[src/rtl/alu_pkg.sv]
// Shared ALU definitions: divider FSM state encoding and the divide-by-zero flag position.
package alu_pkg;

   typedef enum logic [1:0] {
      IDLE = 2'd0,
      RUN  = 2'd1,
      FIN  = 2'd2
   } div_state_t;

   // Bit position of the divide-by-zero flag on the ALU flag bus.
   localparam int DIV_ZERO_FLAG = 3;

endpackage

[src/rtl/div_step.sv]
// One restoring-division iteration: shift in the next dividend bit, subtract the divisor if it fits.
module div_step #(
   parameter int N = 4
) (
   input  logic [N-1:0] r_i,
   input  logic         dvd_msb_i,
   input  logic [N-1:0] b_i,
   output logic [N-1:0] r_o,
   output logic         q_o
);

   logic [N:0] r_sh;
   logic [N:0] r_sub;

   // r_i is always below the divisor, so the shifted value needs at most N+1 bits.
   assign r_sh  = {r_i, dvd_msb_i};
   assign r_sub = r_sh - {1'b0, b_i};

   always_comb begin
      q_o = 1'b0;
      r_o = r_sh[N-1:0];
      if (r_sh >= {1'b0, b_i}) begin
         q_o = 1'b1;
         r_o = r_sub[N-1:0];
      end
   end

endmodule

[src/rtl/seq_divider.sv]
// Multi-cycle restoring divider: one quotient bit per clock with a start/done handshake.
//   state | meaning
//   IDLE  | waiting for start; results held
//   RUN   | one quotient bit per edge, N edges
//   FIN   | done pulse for one cycle, then back to IDLE
module seq_divider
   import alu_pkg::*;
#(
   parameter int N = 4
) (
   input  logic         clk,
   input  logic         rst,
   input  logic         start,
   input  logic [N-1:0] A,
   input  logic [N-1:0] B,
   output logic         busy,
   output logic         done,
   output logic [N-1:0] quotient,
   output logic [N-1:0] remainder,
   output logic         div_zero
);

   localparam int CW = $clog2(N);
   localparam logic [CW-1:0] LAST = CW'(N - 1);

   div_state_t    state_q, state_d;
   logic [CW-1:0] cnt_q, cnt_d;
   logic [N-1:0]  r_q, r_d;
   logic [N-1:0]  dvd_q, dvd_d;
   logic [N-1:0]  b_q, b_d;
   logic [N-1:0]  quo_q, quo_d;
   logic [N-1:0]  rem_q, rem_d;
   logic          dz_q, dz_d;

   logic [N-1:0]  step_r;
   logic          step_q;

   div_step #(.N(N)) u_step (
      .r_i       (r_q),
      .dvd_msb_i (dvd_q[N-1]),
      .b_i       (b_q),
      .r_o       (step_r),
      .q_o       (step_q)
   );

   always_ff @(posedge clk or posedge rst) begin
      if (rst) begin
         state_q <= IDLE;
         cnt_q   <= '0;
         r_q     <= '0;
         dvd_q   <= '0;
         b_q     <= '0;
         quo_q   <= '0;
         rem_q   <= '0;
         dz_q    <= 1'b0;
      end else begin
         state_q <= state_d;
         cnt_q   <= cnt_d;
         r_q     <= r_d;
         dvd_q   <= dvd_d;
         b_q     <= b_d;
         quo_q   <= quo_d;
         rem_q   <= rem_d;
         dz_q    <= dz_d;
      end
   end

   always_comb begin
      state_d = state_q;
      cnt_d   = cnt_q;
      r_d     = r_q;
      dvd_d   = dvd_q;
      b_d     = b_q;
      quo_d   = quo_q;
      rem_d   = rem_q;
      dz_d    = dz_q;
      case (state_q)
         IDLE: begin
            if (start) begin
               if (B != '0) begin
                  dvd_d   = A;
                  b_d     = B;
                  r_d     = '0;
                  cnt_d   = '0;
                  state_d = RUN;
               end else begin
                  quo_d   = '1;
                  rem_d   = A;
                  dz_d    = 1'b1;
                  state_d = FIN;
               end
            end
         end
         RUN: begin
            // Quotient bits enter at the LSB as dividend bits leave at the MSB.
            r_d   = step_r;
            dvd_d = {dvd_q[N-2:0], step_q};
            cnt_d = cnt_q + CW'(1);
            if (cnt_q == LAST) begin
               quo_d   = {dvd_q[N-2:0], step_q};
               rem_d   = step_r;
               dz_d    = 1'b0;
               state_d = FIN;
            end
         end
         FIN:     state_d = IDLE;
         default: state_d = IDLE;
      endcase
   end

   assign busy      = (state_q == RUN);
   assign done      = (state_q == FIN);
   assign quotient  = quo_q;
   assign remainder = rem_q;
   assign div_zero  = dz_q;

endmodule
[config.mk]
export PLATFORM = sky130hd
export DESIGN_NAME = seq_divider
export DESIGN_NICKNAME = d
export VERILOG_FILES = /design/src/rtl/alu_pkg.sv /design/src/rtl/div_step.sv /design/src/rtl/seq_divider.sv
export SDC_FILE = /design/constraint.sdc
export NUM_CORES = 1
export LEC_CHECK = 0
export BUFFER_PORTS_ARGS = -buffer_cell sky130_fd_sc_hd__buf_2
export CAP_MARGIN = 15
export CORE_ASPECT_RATIO = 0.9
export CORE_MARGIN = 1.5
export CORE_UTILIZATION = 28
export DETAILED_ROUTE_END_ITERATION = 6
export PLACE_DENSITY = 0.47
export SETUP_SLACK_MARGIN = 0.1
export SKIP_CTS_REPAIR_TIMING = 1
export SYNTH_ARGS = -nofsm -noshare
export SYNTH_HDL_FRONTEND = slang
export SYNTH_SLANG_ARGS = --single-unit
[constraint.sdc]
create_clock -name clk -period 2.37 [get_ports clk]
set_clock_uncertainty 0.05 [all_clocks]
set_input_delay 0.474 -clock clk [delete_from_list [all_inputs] [get_ports clk]]
set_output_delay 0.474 -clock clk [all_outputs]
set_load 0.1 [all_outputs]
==> impl_metrics.tcl, run 1 <==
set metrics [dict create \
    run_status "completed" \
    yosysWarningCount 0 \
    setup_repair_after_global_routing_missed_its_margin "no" \
    worstSetupPathDepth 3 \
    worst_hold_path_type "in -> async" \
    globalRouteOverflowTotal 0 \
    layout-drive-gt1-share_pct 27.5 \
    ys_ff_latch 25 \
    dominantRegCellSynth "dfrtp_1" \
    grt_pass1_wl_um 5060 \
    drt_iter0_markers 28 \
    syn-instance-count 124 \
    drt-total-wl_um 3150 \
    slew-limit-headroom_pct 67.5 \
    worstReg2RegEnd "remainder[0]" \
    clock_tree.root_cell "clkbuf_8" \
    timing.critical_path.fanout_max 7 \
    layoutNonFillerInstCount 211 \
    post_synth_edffs 0 \
    crit_slowest_cell "dfrtp_1" \
    cts_tree "done" \
    critical_path.top_delay_family "buffers and inverters" \
    fin_setup_tns_ps 0 \
    reg2regPathDepth 5 \
    synth_async_sr_flop_share_pct 100 \
    core_footprint_um2 4520 \
    routedWlPerCell_um 14.9 \
    ys_types 42 \
    clock_tree.htree_level_count 1 \
    gpl_congestion 0.890 \
    timing.final.setup_violations 0 \
    clk_path_buf_depth 2 \
    remaining_drc_errors 0 \
    die-height_um 68.6 \
    fp.dieArea_um2 5210 \
    timing.reg2reg.setup_slack_ps 280 \
    areaGrowthSynthToFinish_pct 17.8 \
    place.port_buffers 21 \
    initial_core_util_pct 29.6 \
    cap_viol_max_count 0 \
    clock_insertion_delay_worst_skew_ps 270 \
    cts_clk_pin_slew_worst_paths_ps 90 \
    synth_nets 141 \
    first_global_vias 1036 \
    fmax_mhz 464 \
    numCtsBuffers 3 \
    worst_ep_required_time_ps 1850 \
    antenna_found_initial 0 \
    final_nets 167 \
    routed_via_density 4.94 \
    syn-cell-area_um2 1340 \
    cp_data_arrival_time_ps 1630 \
    globalRouteTotalUtil_pct 13.1 \
    criticalPathCategory "reg -> out" \
    rows 23 \
    drt-pass1-iter-count 4 \
    boundary_pins 22 \
    chipWidth_um 75.9 \
    dr_total_vias 1043 \
    tightestPinTransition_ps 491 \
    timing_max_transition_violations_final 0 \
    worstPathCellList "nand2b_1, inv_2, buf_2" \
    syn_avg_cell_area_um2 10.8 \
    finalCritPeriodShare_pct 90.9 \
    crit_start "state_q[1]" \
    timing.critical_path.from_type "flop" \
    antenna_cells 0 \
    timing.final.crit_period_ps 2150 \
    bufs_and_invs_on_worst_path 2 \
    crit_path_end_kind "output pin" \
    post-place-cells 207 \
    synth_sequential_area_ratio_pct 46.7 \
    final_hold_viol_count 0 \
    final_antenna_net_count 0 \
    post-dp-hpwl_um 2420 \
    rr_startpoint "r_q[0]" \
    critPathMaxStageDelay_ps 460 \
    cts.sinks 25 \
    grt_start_max_net_pins 26 \
]
[tightest hold or removal path, delay by kind of cell]
kind     cells  cell delay, ps
buf+inv      3             440
[per-layer routing]
layer / global-route usage (%) / wire (µm) / up-vias
li1: - / - / 511
met1: 19.2 / 1650 / 508
met2: 19.5 / 1350 / 22
met3: 3.34 / 133 / 2
met4: 2.90 / 17 / 0
met5: 0 / 0 / -
[flip-flops by register name, summed over array words and instances, names as in the netlist]
name / flops
b_q: 4
cnt_q: 2
div_zero: 1
dvd_q: 4
quotient: 4
r_q: 4
remainder: 4
state_q: 2
[final cells by class]
class | instances | area, µm²
fillers | 480 | 2940
inverters | 9 | 33.8
well taps | 62 | 77.6
clock buffers | 4 | 45.0
multi-input cells | 85 | 652
repair buffers | 26 | 143
flip-flops and latches | 25 | 626
[cell usage after synthesis (all sizes together) (2+ instances only)]
cell type	count	area share [%]
nand3	4	1.5
o21ai	6	2.2
nor2	6	2.1
ha	5	4.7
a31oi	2	0.93
or4	5	3.1
buf	4	2.0
nand2b	2	0.93
o22a	3	2.0
a41oi	3	2.5
o211ai	4	2.2
a22o	4	2.6
mux2	4	3.4
nor3	2	0.75
a21oi	2	1.0
dfrtp	25	47
nand2	10	2.8
inv	9	2.5
a21o	5	2.8
o21a	3	1.7
[worst max path at each step]
stage                     slack (ps)            to
after global routing             110  remainder[0]
after CTS                        190          busy
after global placement           320  remainder[0]
after floorplan                  470  remainder[2]
after detailed placement         290  remainder[0]
final                            220          busy
[layout by cell type, fill, tap and decap left out, types with 2 or more instances in the layout]
cell	Yosys	final
clkbuf_8	0	3
dfrtp_1	25	25
o22a_1	3	3
ha_1	5	5
mux2_2	4	4
a31oi_1	2	2
nand2b_1	2	2
o211ai_1	4	4
buf_4	0	5
a22o_1	4	4
or4_1	4	4
nor3_1	2	2
nand3_1	4	4
o21a_1	3	3
buf_2	3	21
a41oi_1	2	2
nand2_1	10	10
nor2_1	4	4
inv_1	8	8
o21ai_0	6	6
nor2_2	2	2
a21o_1	5	5
[cells by family after synthesis]
family                   Yosys count  synth area share, %
AND/OR/NAND/NOR                   35                 14.1
flip-flops                        25                 46.7
AO/OA/AOI/OAI                     39                 24.2
buffers and inverters             14                 4.77
multiplexers                       4                 3.36
adder cells (fa/ha/maj)            6                 6.17
XOR/XNOR                           1                0.654
[stage by stage]
step           hold WS, ps  cell area, µm²  utilization [%]  setup slack [ps]
6_report               189            1580             34.9               216
5_1_grt                245            1580             34.9               106
4_1_cts                199            1580             34.9               191
3_5_place_dp           425            1530             33.9               289
3_3_place_gp           418            1530             33.9               318
2_1_floorplan          416            1340                -               469
Power of run 1 is not shown: default switching activity piles up to over one toggle a cycle in this logic, so the estimate is an artifact.
==> run 2: changes to the inputs <==
--- a/config.mk
+++ b/config.mk
@@ -18,2 +18,3 @@
 export SYNTH_HDL_FRONTEND = slang
+export SYNTH_HIERARCHICAL = 1
 export SYNTH_SLANG_ARGS = --single-unit
--- a/constraint.sdc
+++ b/constraint.sdc
@@ -4,2 +4,2 @@
 set_output_delay 0.474 -clock clk [all_outputs]
-set_load 0.1 [all_outputs]
+set_load 0.02 [all_outputs]
==> run 2 against run 1 <==
  * Final area rose by 0.56%
  * Sequential share of layout area fell by 0.22 points
  * Critical path depth rose by 5
  * Area after synthesis rose by 2.0%
  * Maximum frequency rose by 0.43%
  * Register-to-register slack got worse by 60 ps
  * Routed wire length fell by 5.5%
  * Global-route usage fell by 0.61 points
  * Die area rose by 1.9%
  * Clock-buffer cell count did not move
==> impl_metrics.tcl, run 2 <==
set metrics [dict create \
    die-height_um 69.2 \
    timing_max_transition_violations_final 0 \
    bufs_and_invs_on_worst_path 1 \
    worst_hold_path_type "in -> async" \
    post-dp-hpwl_um 2220 \
    layout.cells.most_common_list "dfrtp_1, buf_2, inv_1" \
    core_footprint_um2 4580 \
    slew-limit-headroom_pct 67.3 \
    synth.largest_area_cell "dfrtp_1" \
    vdd.ir_drop.worst_uv 445 \
    synth.cells.most_frequent "dfrtp_1, inv_1, mux2_2" \
    tightestPinTransition_ps 490 \
    cp_data_arrival_time_ps 2260 \
    post_synth_edffs 0 \
    final_nets 161 \
    worst_ep_required_time_ps 2480 \
    cap_viol_max_count 0 \
    globalRouteTotalUtil_pct 12.5 \
    clk_path_buf_depth 2 \
    power.total_w 0.00251 \
    cts_clk_pin_slew_worst_paths_ps 90 \
    initial_core_util_pct 29.8 \
    fin_setup_tns_ps 0 \
    globalRouteOverflowTotal 0 \
    power.static_leakage_nw 0.743 \
    syn-cell-area_um2 1370 \
    boundary_pins 22 \
    ys_ff_latch 25 \
    netlist.area_leader.share_pct 45.8 \
    rows 23 \
    syn-instance-count 118 \
    layout-drive-gt1-share_pct 35.7 \
    syn_avg_cell_area_um2 11.6 \
    routed_via_density 4.66 \
    setup_repair_after_global_routing_missed_its_margin "no" \
    crit_slowest_cell "dfrtp_1" \
    dr_total_vias 955 \
    antenna_found_initial 0 \
    timing.final.setup_violations 0 \
    worstPathCellList "inv_1, ha_1, nand4_1, nand2_2, nor2_4, mux2_4, mux2_2, mux2_4" \
    gpl_congestion 0.847 \
    criticalPathCategory "reg -> reg" \
    route.met2.wl_um 1290 \
    post-synth-top-count-cell "dfrtp_1" \
    timing.final.crit_period_ps 2150 \
    wl_met1_um 1570 \
    grt_start_max_net_pins 26 \
    numCtsBuffers 3 \
    first_global_vias 1025 \
    critPathMaxStageDelay_ps 350 \
    synth_sequential_area_ratio_pct 45.8 \
    cts.sinks 25 \
    antenna_cells 0 \
    yosysWarningCount 6 \
    routedWlPerCell_um 14.5 \
    post_dp_cell_area_um2 1540 \
    met3_length_um 103 \
    synth_area_leaders "dfrtp_1, mux2_2, mux2_4, mux2i_1, ha_1" \
    fin_ws_ps 225 \
    run_status "completed" \
    final_hold_viol_count 0 \
    clock_insertion_delay_worst_skew_ps 270 \
    finalCritPeriodShare_pct 90.5 \
    crit_path_end_kind "flop" \
    timing.critical_path.fanout_max 4 \
    final_antenna_net_count 0 \
    clock_tree.htree_level_count 1 \
    power_density_nw_per_um2 1580 \
    cp_common_cell "mux2_4" \
    synth_async_sr_flop_share_pct 100 \
    cts_tree "done" \
    finalCoreUtilization_pct 34.6 \
    areaGrowthSynthToFinish_pct 16.1 \
    timing.critical_path.from_type "flop" \
    most_frequent_standard_cell_in_the_layout_excluding_fill_and_tap_cells "dfrtp_1" \
    synth_nets 135 \
    remaining_drc_errors 0 \
    grt_pass1_wl_um 5240 \
    pre_cts_slack_ps 184 \
    drt-pass1-iter-count 4 \
    ys_types 30 \
    top_layer_used "met4" \
    finalInstanceArea_um2 1590 \
    drt_iter0_markers 76 \
    critical_path.top_delay_family "multiplexers" \
    dominantRegCellSynth "dfrtp_1" \
    fmax_mhz 466 \
    fp.dieArea_um2 5300 \
    drt-total-wl_um 2980 \
    chipWidth_um 76.6 \
    clock_tree.root_cell "clkbuf_8" \
    place.port_buffers 21 \
]
-- run 2: cell types whose count changed in the layout (fill, tap and decap cells not counted), moves of 4 or more --
cell	change
nor3_1	+4
a211oi_1	+4
nor2_1	+4
a21o_1	-5
nand2_1	-9
or4_1	-4
nor4_1	+5
mux2_4	+6
inv_1	+4
mux2i_1	+7
o211ai_1	-4
mux2_2	+5
-- run 2: final cells by class --
type | instances | area, µm²
timing repair buffer | 25 | 135
fill | 471 | 2990
multi-input combinational | 76 | 653
sequential | 25 | 626
inverter | 13 | 48.8
tap | 62 | 77.6
clock buffer | 4 | 45.0
-- run 2: path summary, 6_finish.rpt --
path | start | end | slack [ps] | cells after the start
worst max register to register | b_q[2] | remainder[2] | 220 | 8
min in group clk | B[3] | b_q[3] | 420 | 2
worst max-delay path | b_q[2] | remainder[2] | 220 | 8
max in group asynchronous | rst | b_q[2] | 1830 | 3
worst min register to register | r_q[3] | r_q[3] | 460 | 1
worst min-delay path | rst | div_zero | 190 | 3
-- run 2: logic make-up after synthesis --
family | after synthesis | share of synthesized area, %
mux | 22 | 19.2
fa+ha+maj | 6 | 6.05
xor+xnor | 1 | 0.642
flops | 25 | 45.8
compound gates | 16 | 9.35
simple gates | 31 | 12.6
buf+inv | 17 | 6.32
-- run 2: worst min-delay path, stage by stage --
cell and delay (ps):
buf_2 90, inv_1 40, buf_4 310
-- run 2: per-layer routing --
metal | vias to the layer above | GRT usage [%]
met3 | 2 | 2.50
met2 | 22 | 18.2
met1 | 464 | 18.8
met5 | - | 0
li1 | 467 | -
met4 | 0 | 3.70
-- run 2: per-stage QoR --
| stage | std cells | hold slack (ps) |
|---|---|---|
| global placement | 201 | 441 |
| floorplan | 118 | 417 |
| global route | 205 | 224 |
| finish | 205 | 194 |
| CTS | 205 | 205 |
| detailed placement | 201 | 433 |
-- run 2: report_power, final --
part | switching (W) | internal (W)
Sequential | 0.000127 | 0.000627
Clock | 0.000139 | 0.000120
Combinational | 0.000797 | 0.000697
Note: power is estimated with default switching activity, not from simulation.
==> run 3: changes to the inputs <==
- CAP_MARGIN: 15 -> 20
- CORE_UTILIZATION: 28 -> 55
- PLACE_DENSITY: 0.47 -> 0.8
- SETUP_SLACK_MARGIN: 0.1 -> 0.3
==> run 3 against run 2 <==
  * Hold slack got worse by 85 ps
  * Non-clock buffer count increased by 2
  * Routed wire length decreased by 1.8%
  * Clock-buffer cell count decreased by 1
  * First-iteration DRC count decreased by 67%
  * Core utilization increased by 36 points
  * Combinational power increased by 18%
  * Final area increased by 1.3%
  * Maximum frequency increased by 2.6%
  * Sequential power increased by 2%
  * Flip-flop and latch count unchanged
  * Global-route usage increased by 9.3 points
  * Critical endpoint unchanged
  * Highest routed layer unchanged
==> impl_metrics.tcl, run 3 (synthesis results as in run 2) <==
set metrics [dict create \
    pre_cts_slack_ps 188 \
    finalCritPeriodShare_pct 88.2 \
    bufs_and_invs_on_worst_path 1 \
    chipWidth_um 55.5 \
    power.static_leakage_nw 0.741 \
    tightestPinTransition_ps 479 \
    clock_tree.root_cell "clkbuf_4" \
    cts_tree "done" \
    boundary_pins 22 \
    grt_start_max_net_pins 26 \
    worst_ep_required_time_ps 2540 \
    gpl_congestion 0.851 \
    rr_startpoint "b_q[2]" \
    vdd.ir_drop.worst_uv 1100 \
    cp_common_cell "mux2_4" \
    remaining_drc_errors 0 \
    worstPathCellList "inv_2, ha_4, o21ai_4, a21oi_4, nor2_4, mux2_4, mux2_2, mux2_4" \
    antenna_found_initial 0 \
    drt_iter0_markers 25 \
    reg2regPathDepth 8 \
    first_global_vias 1028 \
    timing_max_transition_violations_final 0 \
    slew-limit-headroom_pct 68.1 \
    initial_core_util_pct 60.3 \
    drt-pass1-iter-count 4 \
    power_density_nw_per_um2 1690 \
    timing.critical_path.from_type "flop" \
    cap_viol_max_count 0 \
    dr_total_vias 1003 \
    core_footprint_um2 2260 \
    cp_data_arrival_time_ps 2260 \
    timing.reg2reg.setup_slack_ps 280 \
    run_status "completed" \
    fp.dieArea_um2 2790 \
    post-dp-hpwl_um 2060 \
    critical_path.top_delay_family "multiplexers" \
    layoutNonFillerInstCount 172 \
    grt_pass1_wl_um 4710 \
    final_hold_viol_count 0 \
    routedWlPerCell_um 17.0 \
    worst_hold_path_type "in -> async" \
    timing.final.setup_violations 0 \
    numCtsBuffers 3 \
    areaGrowthSynthToFinish_pct 17.7 \
    most_frequent_standard_cell_in_the_layout_excluding_fill_and_tap_cells "dfrtp_1" \
    fmax_mhz 478 \
    cts.sinks 25 \
    place.port_buffers 21 \
    drt-total-wl_um 2920 \
    final_antenna_net_count 0 \
    crit_end "remainder[2]" \
    timing.critical_path.fanout_max 4 \
    final_nets 163 \
    layout-drive-gt1-share_pct 43.4 \
    crit_path_end_kind "flop" \
    globalRouteOverflowTotal 0 \
    fin_ws_ps 279 \
    holdWs_ps 109 \
    crit_start "b_q[2]" \
    worstSetupPathDepth 8 \
    rows 16 \
    globalRouteTotalUtil_pct 21.9 \
    crit_slowest_cell "dfrtp_1" \
    setup_repair_after_global_routing_missed_its_margin "yes" \
    clk_path_buf_depth 2 \
    die-height_um 50.3 \
    critPathMaxStageDelay_ps 430 \
    clock_insertion_delay_worst_skew_ps 320 \
    post-place-cells 165 \
    criticalPathCategory "reg -> reg" \
    fin_setup_tns_ps 0 \
    timing.final.crit_period_ps 2090 \
    routed_via_density 5.83 \
    worstReg2RegEnd "remainder[2]" \
    antenna_cells 0 \
    cts_clk_pin_slew_worst_paths_ps 140 \
    clock_tree.htree_level_count 1 \
    layout.cells.most_common_list "dfrtp_1, buf_2, inv_1" \
]
[run 3: cell count changes in the layout (fill, tap and decap cells not counted), moves of 2 or more]
cell,before,now
ha_1,5,1
clkbuf_4,0,3
clkbuf_8,3,0
ha_4,0,3
buf_4,4,6
inv_1,12,10
nand2b_1,3,1
[run 3: metal layers]
metal  part of all wire (%)  wire length, µm  track usage, %  vias to the layer above
met4                    3.0               89            3.25                        0
met3                    4.6              133            5.67                       10
li1                       -                -               -                      469
met2                     48             1420            39.5                       41
met5                      0                0               0                        -
met1                     44             1280            27.0                      483
[run 3: final cells by class]
| cell class | count | area, µm² |
|---|---|---|
| Clock buffer | 3 | 22.5 |
| Clock inverter | 1 | 7.51 |
| Fill cell | 161 | 656 |
| Inverter | 13 | 53.8 |
| Multi-Input combinational cell | 76 | 713 |
| Sequential cell | 25 | 626 |
| Tap cell | 27 | 33.8 |
| Timing Repair Buffer | 27 | 150 |
[run 3: worst min path at each step]
stage	from	to	slack (ps)	cells past startpoint
floorplan	r_q[3]	r_q[3]	420	1
global placement	r_q[3]	r_q[3]	430	1
detailed placement	r_q[3]	r_q[3]	440	1
CTS	rst	quotient[1]	110	3
global route	rst	quotient[0]	120	3
finish	rst	quotient[1]	110	3
[run 3: report_power, final]
part	internal (W)	leakage, nW	switching (W)
clock network	0.0000646	0.0139	0.000128
registers	0.000625	0.291	0.000144
logic	0.000857	0.437	0.000903
[run 3: stage by stage]
| step | total power, W | utilization, % | area (µm²) |
|---|---|---|---|
| 2_1_floorplan | 0.00194 | - | 1370 |
| 3_3_place_gp | 0.00218 | 65.8 | 1490 |
| 6_report | 0.00272 | 71.0 | 1610 |
| 3_5_place_dp | 0.00223 | 65.8 | 1490 |
| 4_1_cts | 0.00244 | 67.1 | 1520 |
| 5_1_grt | 0.00289 | 71.0 | 1610 |
[run 3: worst reg2reg max path, stage by stage (launching register included)]
cell	delay (ps)
dfrtp_1	430
inv_2	90
ha_4	220
o21ai_4	170
a21oi_4	50
nor2_4	150
mux2_4	320
mux2_2	260
mux2_4	250
